===== src/rtl/matrix_pkg.sv =====
// Shared constants and types for the matrix result serializer.
//   W      element width in bits
//   DIM    matrix dimension; N = DIM*DIM elements per matrix
//   IDX_W  width of the element index counter
//   RC_W   width of the row/column indices (wide enough for the value 3)
//   state_e  serializer FSM states
package matrix_pkg;

    localparam int unsigned W     = 16;
    localparam int unsigned DIM   = 3;
    localparam int unsigned N     = DIM * DIM;
    localparam int unsigned IDX_W = $clog2(N);
    localparam int unsigned RC_W  = 2;

    typedef enum logic [1:0] {
        IDLE = 2'd0,
        SEND = 2'd1,
        CSUM = 2'd2
    } state_e;

endpackage


===== src/rtl/matrix_elem_select.sv =====
// Combinational N:1 element selector over a flat matrix.
// Ports:
//   shadow  in  N*W    flat matrix, element k = shadow[k*W +: W]
//   idx     in  IDX_W  element index (row-major)
//   elem    out W      selected element; 0 for out-of-range indices
module matrix_elem_select
    import matrix_pkg::*;
(
    input  logic [N*W-1:0] shadow,
    input  logic [IDX_W-1:0] idx,
    output logic [W-1:0]   elem
);

    always_comb begin
        elem = '0;
        for (int unsigned k = 0; k < N; k++) begin
            if (idx == IDX_W'(k)) begin
                elem = shadow[k*W +: W];
            end
        end
    end

endmodule


===== src/rtl/matrix_result_serializer.sv =====
// Captures a flat DIM x DIM result matrix in one cycle and streams its
// elements row-major over a valid/ready interface.
// Optional feature: define CHECKSUM_EN to append an XOR checksum word
// (row = col = 3) after the last element; out_last then moves to it.
// Ports:
//   clk        in   clock, rising edge
//   rst        in   asynchronous active-high reset
//   load       in   capture request, honoured only in IDLE
//   mat_in     in   flat matrix, element k = mat_in[k*W +: W]
//   busy       out  frame in progress
//   out_data   out  current element
//   out_valid  out  out_data is valid
//   out_ready  in   consumer accepts the current word
//   out_row    out  row index of out_data
//   out_col    out  column index of out_data
//   out_last   out  final word of the frame
//   overrun    out  one-cycle pulse after a load arrives while busy
module matrix_result_serializer
    import matrix_pkg::*;
(
    input  logic              clk,
    input  logic              rst,
    input  logic              load,
    input  logic [N*W-1:0]    mat_in,
    output logic              busy,
    output logic [W-1:0]      out_data,
    output logic              out_valid,
    input  logic              out_ready,
    output logic [RC_W-1:0]   out_row,
    output logic [RC_W-1:0]   out_col,
    output logic              out_last,
    output logic              overrun
);

    state_e             state_q, state_d;
    logic [IDX_W-1:0]   idx_q, idx_d;
    logic [RC_W-1:0]    row_q, row_d;
    logic [RC_W-1:0]    col_q, col_d;
    logic [N*W-1:0]     shadow_q, shadow_d;
    logic               overrun_q, overrun_d;

    logic [W-1:0]       elem;
    logic               xfer;
    logic               idx_end;

    matrix_elem_select u_sel (
        .shadow (shadow_q),
        .idx    (idx_q),
        .elem   (elem)
    );

`ifdef CHECKSUM_EN
    logic [W-1:0] csum;

    always_comb begin
        csum = '0;
        for (int unsigned k = 0; k < N; k++) begin
            csum = csum ^ shadow_q[k*W +: W];
        end
    end
`endif

    // Valid depends only on registered state, never on out_ready.
    assign out_valid = (state_q != IDLE);
    assign busy      = out_valid;
    assign xfer      = out_valid & out_ready;
    assign idx_end   = (idx_q == IDX_W'(N - 1));
    assign overrun   = overrun_q;

    always_ff @(posedge clk or posedge rst) begin
        if (rst) begin
            state_q   <= IDLE;
            idx_q     <= '0;
            row_q     <= '0;
            col_q     <= '0;
            shadow_q  <= '0;
            overrun_q <= 1'b0;
        end else begin
            state_q   <= state_d;
            idx_q     <= idx_d;
            row_q     <= row_d;
            col_q     <= col_d;
            shadow_q  <= shadow_d;
            overrun_q <= overrun_d;
        end
    end

    always_comb begin
        state_d   = state_q;
        idx_d     = idx_q;
        row_d     = row_q;
        col_d     = col_q;
        shadow_d  = shadow_q;
        // Any load outside IDLE is dropped, including on the final transfer.
        overrun_d = load && (state_q != IDLE);

        case (state_q)
            IDLE: begin
                if (load) begin
                    state_d  = SEND;
                    shadow_d = mat_in;
                    idx_d    = '0;
                    row_d    = '0;
                    col_d    = '0;
                end
            end
            SEND: begin
                if (xfer) begin
                    if (idx_end) begin
                        idx_d = '0;
                        row_d = '0;
                        col_d = '0;
`ifdef CHECKSUM_EN
                        state_d = CSUM;
`else
                        state_d = IDLE;
`endif
                    end else begin
                        idx_d = idx_q + 1'b1;
                        if (col_q == RC_W'(DIM - 1)) begin
                            col_d = '0;
                            row_d = row_q + 1'b1;
                        end else begin
                            col_d = col_q + 1'b1;
                        end
                    end
                end
            end
`ifdef CHECKSUM_EN
            CSUM: begin
                if (xfer) begin
                    state_d = IDLE;
                end
            end
`endif
            default: state_d = IDLE;
        endcase
    end

    always_comb begin
        out_data = '0;
        out_row  = '0;
        out_col  = '0;
        out_last = 1'b0;
        case (state_q)
            SEND: begin
                out_data = elem;
                out_row  = row_q;
                out_col  = col_q;
`ifndef CHECKSUM_EN
                out_last = idx_end;
`endif
            end
`ifdef CHECKSUM_EN
            CSUM: begin
                out_data = csum;
                out_row  = RC_W'(3);
                out_col  = RC_W'(3);
                out_last = 1'b1;
            end
`endif
            default: ;
        endcase
    end

endmodule


===== config.mk =====
export PLATFORM = sky130hd
export DESIGN_NAME = matrix_result_serializer
export DESIGN_NICKNAME = d
export VERILOG_FILES = /design/src/rtl/matrix_pkg.sv /design/src/rtl/matrix_elem_select.sv /design/src/rtl/matrix_result_serializer.sv
export SDC_FILE = /design/constraint.sdc
export NUM_CORES = 1
export LEC_CHECK = 0
export ABC_AREA = 1
export BUFFER_PORTS_ARGS = -buffer_cell sky130_fd_sc_hd__buf_4
export CORE_MARGIN = 3
export CORE_UTILIZATION = 50
export DETAILED_ROUTE_END_ITERATION = 12
export GPL_TIMING_DRIVEN = 0
export PLACE_DENSITY = 0.78
export REMOVE_ABC_BUFFERS = 1
export SYNTH_ARGS = -nofsm -noshare
export SYNTH_HDL_FRONTEND = slang
export SYNTH_SLANG_ARGS = --single-unit
export TNS_END_PERCENT = 1

===== constraint.sdc =====
create_clock -name clk -period 9.8 [get_ports clk]
set_input_delay 1.96 -clock clk [delete_from_list [all_inputs] [get_ports clk]]
set_output_delay 1.96 -clock clk [all_outputs]
set_load 0.02 [all_outputs]

# After elaboration in Yosys (flattened, before gate mapping)
# Index checks and enable logic that the tools add are counted.
# op_classes
add_sub_neg,3
n_mul,0
div_mod_pow,0
magnitude_cmp,0
eq_ne,14
n_shift,0
mux,30
n_bitwise,1
n_reduce_logical,9
# op_table
cell,count
2-to-1 mux 16 bit,10
2-to-1 mux 2 bit,12
== test 4 x 3 -> 1 bit (second input constant),4
2-to-1 mux 4 bit,3
one-hot mux 2 bit (2 select lines),3
== test 4 x 2 -> 1 bit (second input constant),2
one-hot mux 4 bit (2 select lines),1
inequality test 2 bit (second input constant),3
AND reduction 3 bit,2
adder 2 x 1 -> 2 bit (second input constant),2
adder 4 x 1 -> 4 bit (second input constant),1
== test 4 x 1 -> 1 bit (second input constant),1
== test 4 bit (second input constant),1
logical NOT 4 bit,1
AND reduction 4 bit,1
nonzero test 2 bit,2
inequality test 3 bit (second input constant),1
== test 2 x 1 -> 1 bit (second input constant),1
== test 2 bit (second input constant),1
logical NOT 2 bit,1
AND reduction 2 bit,1
AND 1 bit,1
logical AND 1 bit,1
2-to-1 mux 1 bit,1
# totals
register_bits,155
latch_bits,0
ram_bits,0
rom_bits,0
inputBits,148
output_inout_bits,24
mem_count,0

# Depth between registers and ports, before layout
# logic_depth
depth_word,11
ltp_mapped,13
mapped_depth_nobuf,12

# By module
# A second synthesis with hierarchy kept.
# unflattened
hier_cells,994
hier_area_um2,7488.4
# by_module_without_submodules
mod,instances,cells_each,area_per_inst_um2,seq_area_each_um2
matrix_result_serializer,1,716,6142.1,3853.7
matrix_elem_select,1,278,1346.3,0.0

# Least setup slack after synthesis
# Ideal clock, no wire load.
# synth_path
kind,register to output
start,register idx_q[0]
end,output out_data[10]
t_arrival_ns,1.655
required_time_ns,7.840
slack_ns,6.185
stages_incl_launch_ff,10
n_path_buf,1
path_cell_list,dfrtp_1 > inv_1 > ha_1 > inv_1 > nor2_4 > nand2_1 > nor2_2 > buf_2 > nand2_1 > nand2_1
# synth_between
elab_chain_len,11
elab_cells_between_ends,19
cone_classes,eq/ne (8); mux (10); reduce/logical (1)
# synth_rtl
item,line_no,rtl
"start, declared",matrix_result_serializer.sv:36,"logic [IDX_W-1:0] idx_q, idx_d;"
"start signal, assigned",matrix_result_serializer.sv:80,idx_q <= idx_d;
logical NOT 4 bit,matrix_elem_select.sv:17,if (idx == IDX_W'(k)) begin
2-to-1 mux 16 bit (8 in a row),matrix_elem_select.sv:17,
2-to-1 mux 16 bit *,matrix_elem_select.sv:17,
2-to-1 mux 16 bit *,matrix_result_serializer.sv:145,case (state_q)
"end, declared",matrix_result_serializer.sv:26,"output logic [W-1:0] out_data,"
# Every way passes the cells marked *; elsewhere a longest branch is shown, timed or not.

# Final worst setup path
# layout_path
start,register idx_q[1]
end,output out_data[3]
# The elaborated chain is that of the path after synthesis.

==> results.json <==
{
  "cts_tree": "yes",
  "timing.rr.end": "row_q[1]$_DFFE_PP0P_",
  "setup_tns_ns": 0,
  "intPower_mw": 1.83,
  "dieWidth_um": 130,
  "drive_gt1_share_pct": 18.2,
  "cts_buffers": 17,
  "antenna_found_initial": 0,
  "peakVddDrop_mv": 0.290,
  "regArea_um2": 3850,
  "ys_seq_elements": 154,
  "cts_max_path_buffers": 2,
  "die_area_um2": 16800,
  "rsz0062_at_grt": "no",
  "hp-start": "shadow_q[22]$_DFFE_PP0P_",
  "period_share_pct": 54.8,
  "grt_pass1_wl_mm": 32.4,
  "whs_endpoint": "shadow_q[22]$_DFFE_PP0P_",
  "switching_share_pct": 40.3,
  "wl_per_cell_um": 14.3,
  "start_kind": "register",
  "crit_arrival_ns": 3.41,
  "fin_ws_ns": 4.43,
  "grt_max_degree": 91,
  "grt_pass1_vias": 6706,
  "max_cap_viol_count": 0,
  "r2r_cells": 11,
  "fin_crit_ns": 5.37,
  "nets": 1346,
  "drv_slew": 0,
  "area_growth_pct": 25.1,
  "syn_inst": 1059,
  "hold_class": "register to register",
  "cts.repair.resized": 0,
  "rows": 44,
  "r2r_setup_slack_ns": 6.92,
  "place_ws_ns": 4.88,
  "first_pass_iters": 5,
  "drt-initial-drc-count": 561,
  "criticalPathCategory": "register to output port",
  "p_switching_mw": 1.23,
  "grtUsageTotal_pct": 24.5,
  "comb_power_share_pct": 42.2,
  "overflow": 0,
  "synth.distinct_cells": 28,
  "outcome": "complete, no violations",
  "syn-cell-area_um2": 7630,
  "yosys_warnings": 0,
  "worstSetupEndpointType": "output port",
  "worstPathRequired_ns": 7.84,
  "rr_startpoint": "idx_q[0]$_DFFE_PP0P_",
  "power.density_nw_per_um2": 320,
  "routed_via_density": 5.02,
  "finalSetupViolCount": 0,
  "crit_path_max_fanout": 27,
  "seqPwrFrac_pct": 35.4,
  "multi_input_area_um2": 3190,
  "syn_avg_cell_area_um2": 7.21,
  "clkTransAtPathRegs_ns": 0.05,
  "maxSlewHeadroom_pct": 24.3,
  "ctsHoldBuffers": 0,
  "drcViolationCount": 0,
  "p_leak_nw": 5.38,
  "io_pins": 172,
  "ys_seq_area_share_pct": 50.5,
  "portBuffers": 171,
  "core_area_um2": 14800,
  "hold_depth": 2,
  "place_congestion": 0.805,
  "clk_latency_ns": 0.42,
  "finClkSkew_ns": 0.00799,
  "root_buffer": "clkbuf_16",
  "fmax_mhz": 186,
  "routed_wl_mm": 20.0,
  "initial_utilization_pct": 51.7,
  "fillers": 1330,
  "diodes": 0,
  "cts_sinks": 154,
  "drtAntennaViolNets": 0,
  "chipHeight_um": 130,
  "final-hold-violation-count": 0,
  "max_slew.worst_pin.slew_ns": 1.13,
  "clockPowerShare_pct": 22.4,
  "vias": 6983,
  "post_cts_buffers": 0,
  "dp_hpwl_mm": 12.7,
  "htreeDepth": 4
}
[synthesized netlist by cell type]
library cell / n / area share, %
nor2_1: 55 / 2.7
buf_6: 2 / 0.30
nor2_4: 2 / 0.30
clkbuf_1: 14 / 0.69
nor2_8: 1 / 0.26
buf_1: 1 / 0.049
o21a_1: 1 / 0.098
a22o_1: 1 / 0.11
xor2_1: 1 / 0.11
inv_2: 4 / 0.20
nand2_4: 1 / 0.15
nor2_2: 2 / 0.16
nand2_1: 577 / 28
inv_1: 64 / 3.1
a21oi_1: 9 / 0.59
and3_1: 1 / 0.082
ha_1: 4 / 0.66
nand3_1: 67 / 4.4
buf_4: 12 / 1.2
buf_2: 29 / 1.9
nand4_1: 17 / 1.4
dfrtp_1: 154 / 50
nand2_2: 3 / 0.25
o211ai_1: 1 / 0.098
nand3_2: 1 / 0.13
o21ai_0: 25 / 1.6
nor3_1: 3 / 0.20
clkinv_1: 7 / 0.34
[power by group through the flow]
stage	registers [mW]	clock network (mW)	logic [mW]
finish	1.08	0.686	1.29
global route	1.11	0.721	1.47
CTS	1.08	0.692	1.30
detailed placement	1.08	0	1.28
global placement	1.08	0	1.27
floorplan	1.05	0	0.855
[layout by cell type, fill, tap and decap left out, types with 4 or more instances in the layout]
| master | instances |
|---|---|
| buf_4 | 171 |
| clkinv_1 | 7 |
| nor2_1 | 55 |
| nand2_1 | 577 |
| clkinvlp_4 | 5 |
| nand3_1 | 67 |
| inv_1 | 62 |
| ha_1 | 4 |
| a21oi_1 | 9 |
| inv_2 | 4 |
| clkbuf_16 | 17 |
| o21ai_0 | 25 |
| nand4_1 | 17 |
| dfrtp_1 | 154 |
| bufinv_16 | 4 |
[area by class of cell]
type                            instances  share of cell area (%)
Clock buffer                           20                    4.68
Clock inverter                         12                    1.81
Inverter                               75                    3.05
Multi-Input combinational cell        772                    33.4
Sequential cell                       154                    40.4
Tap cell                              184                    2.41
Timing Repair Buffer                  174                    14.3
[registers in the layout (all words and copies together) (netlist names)]
| register | count |
|---|---|
| shadow_q | 144 |
| col_q | 2 |
| idx_q | 4 |
| row_q | 2 |
| state_q | 1 |
| overrun | 1 |
[metrics by stage]
| step | instance area [µm²] | hold slack, ns | util [%] | power [mW] | cells |
|---|---|---|---|---|---|
| 2_1_floorplan | 7320 | 0.449 | - | 1.91 | 1001 |
| 3_3_place_gp | 8830 | 0.462 | 59.9 | 2.34 | 1356 |
| 3_5_place_dp | 8930 | 0.465 | 60.5 | 2.37 | 1359 |
| 4_1_cts | 9550 | 0.481 | 64.7 | 3.07 | 1391 |
| 5_1_grt | 9550 | 0.493 | 64.7 | 3.30 | 1391 |
| 6_report | 9550 | 0.477 | 64.7 | 3.06 | 1391 |
[worst max-delay path: stages, from the launching register on]
cell and delay (ns):
dfrtp_1 0.41, inv_1 0.11, ha_1 0.71, nand3_2 0.73
inv_1 0.46, a21oi_1 0.11, nand2_1 0.14, nand2_1 0.06
nand2_1 0.05, nand2_1 0.05, buf_4 0.15
[kinds of logic (layout without fill, tap and decap cells)]
family / count (synthesis) / count (layout) / share of synthesized area (%)
and+or+nand+nor: 730 / 730 / 38.4
AOI/OAI and AO/OA: 37 / 37 / 2.54
DFF: 154 / 154 / 50.5
adders and majority gates: 4 / 4 / 0.656
xor gates and xnor gates: 1 / 1 / 0.115
buffers and inverters: 133 / 281 / 7.80
[worst max-delay path by stage]
stage | start | to | cells after the start
final | idx_q[1]$_DFFE_PP0P_ | out_data[3] | 10
after global routing | idx_q[1]$_DFFE_PP0P_ | out_data[4] | 10
after CTS | idx_q[1]$_DFFE_PP0P_ | out_data[3] | 10
after detailed placement | idx_q[1]$_DFFE_PP0P_ | out_data[3] | 10
after global placement | load | shadow_q[42]$_DFFE_PP0P_ | 5
after floorplan | rst | col_q[0]$_DFFE_PP0P_ | 1
[routing by layer]
layer	track usage [%]	wire length [µm]	share of wire, %	up-vias
li1	-	-	-	3499
met1	32.2	8690	44	3214
met2	39.3	9330	47	242
met3	7.87	1660	8.3	28
met4	7.40	276	1.4	0
met5	0	0	0	-
(Power assumes the default switching activity.)
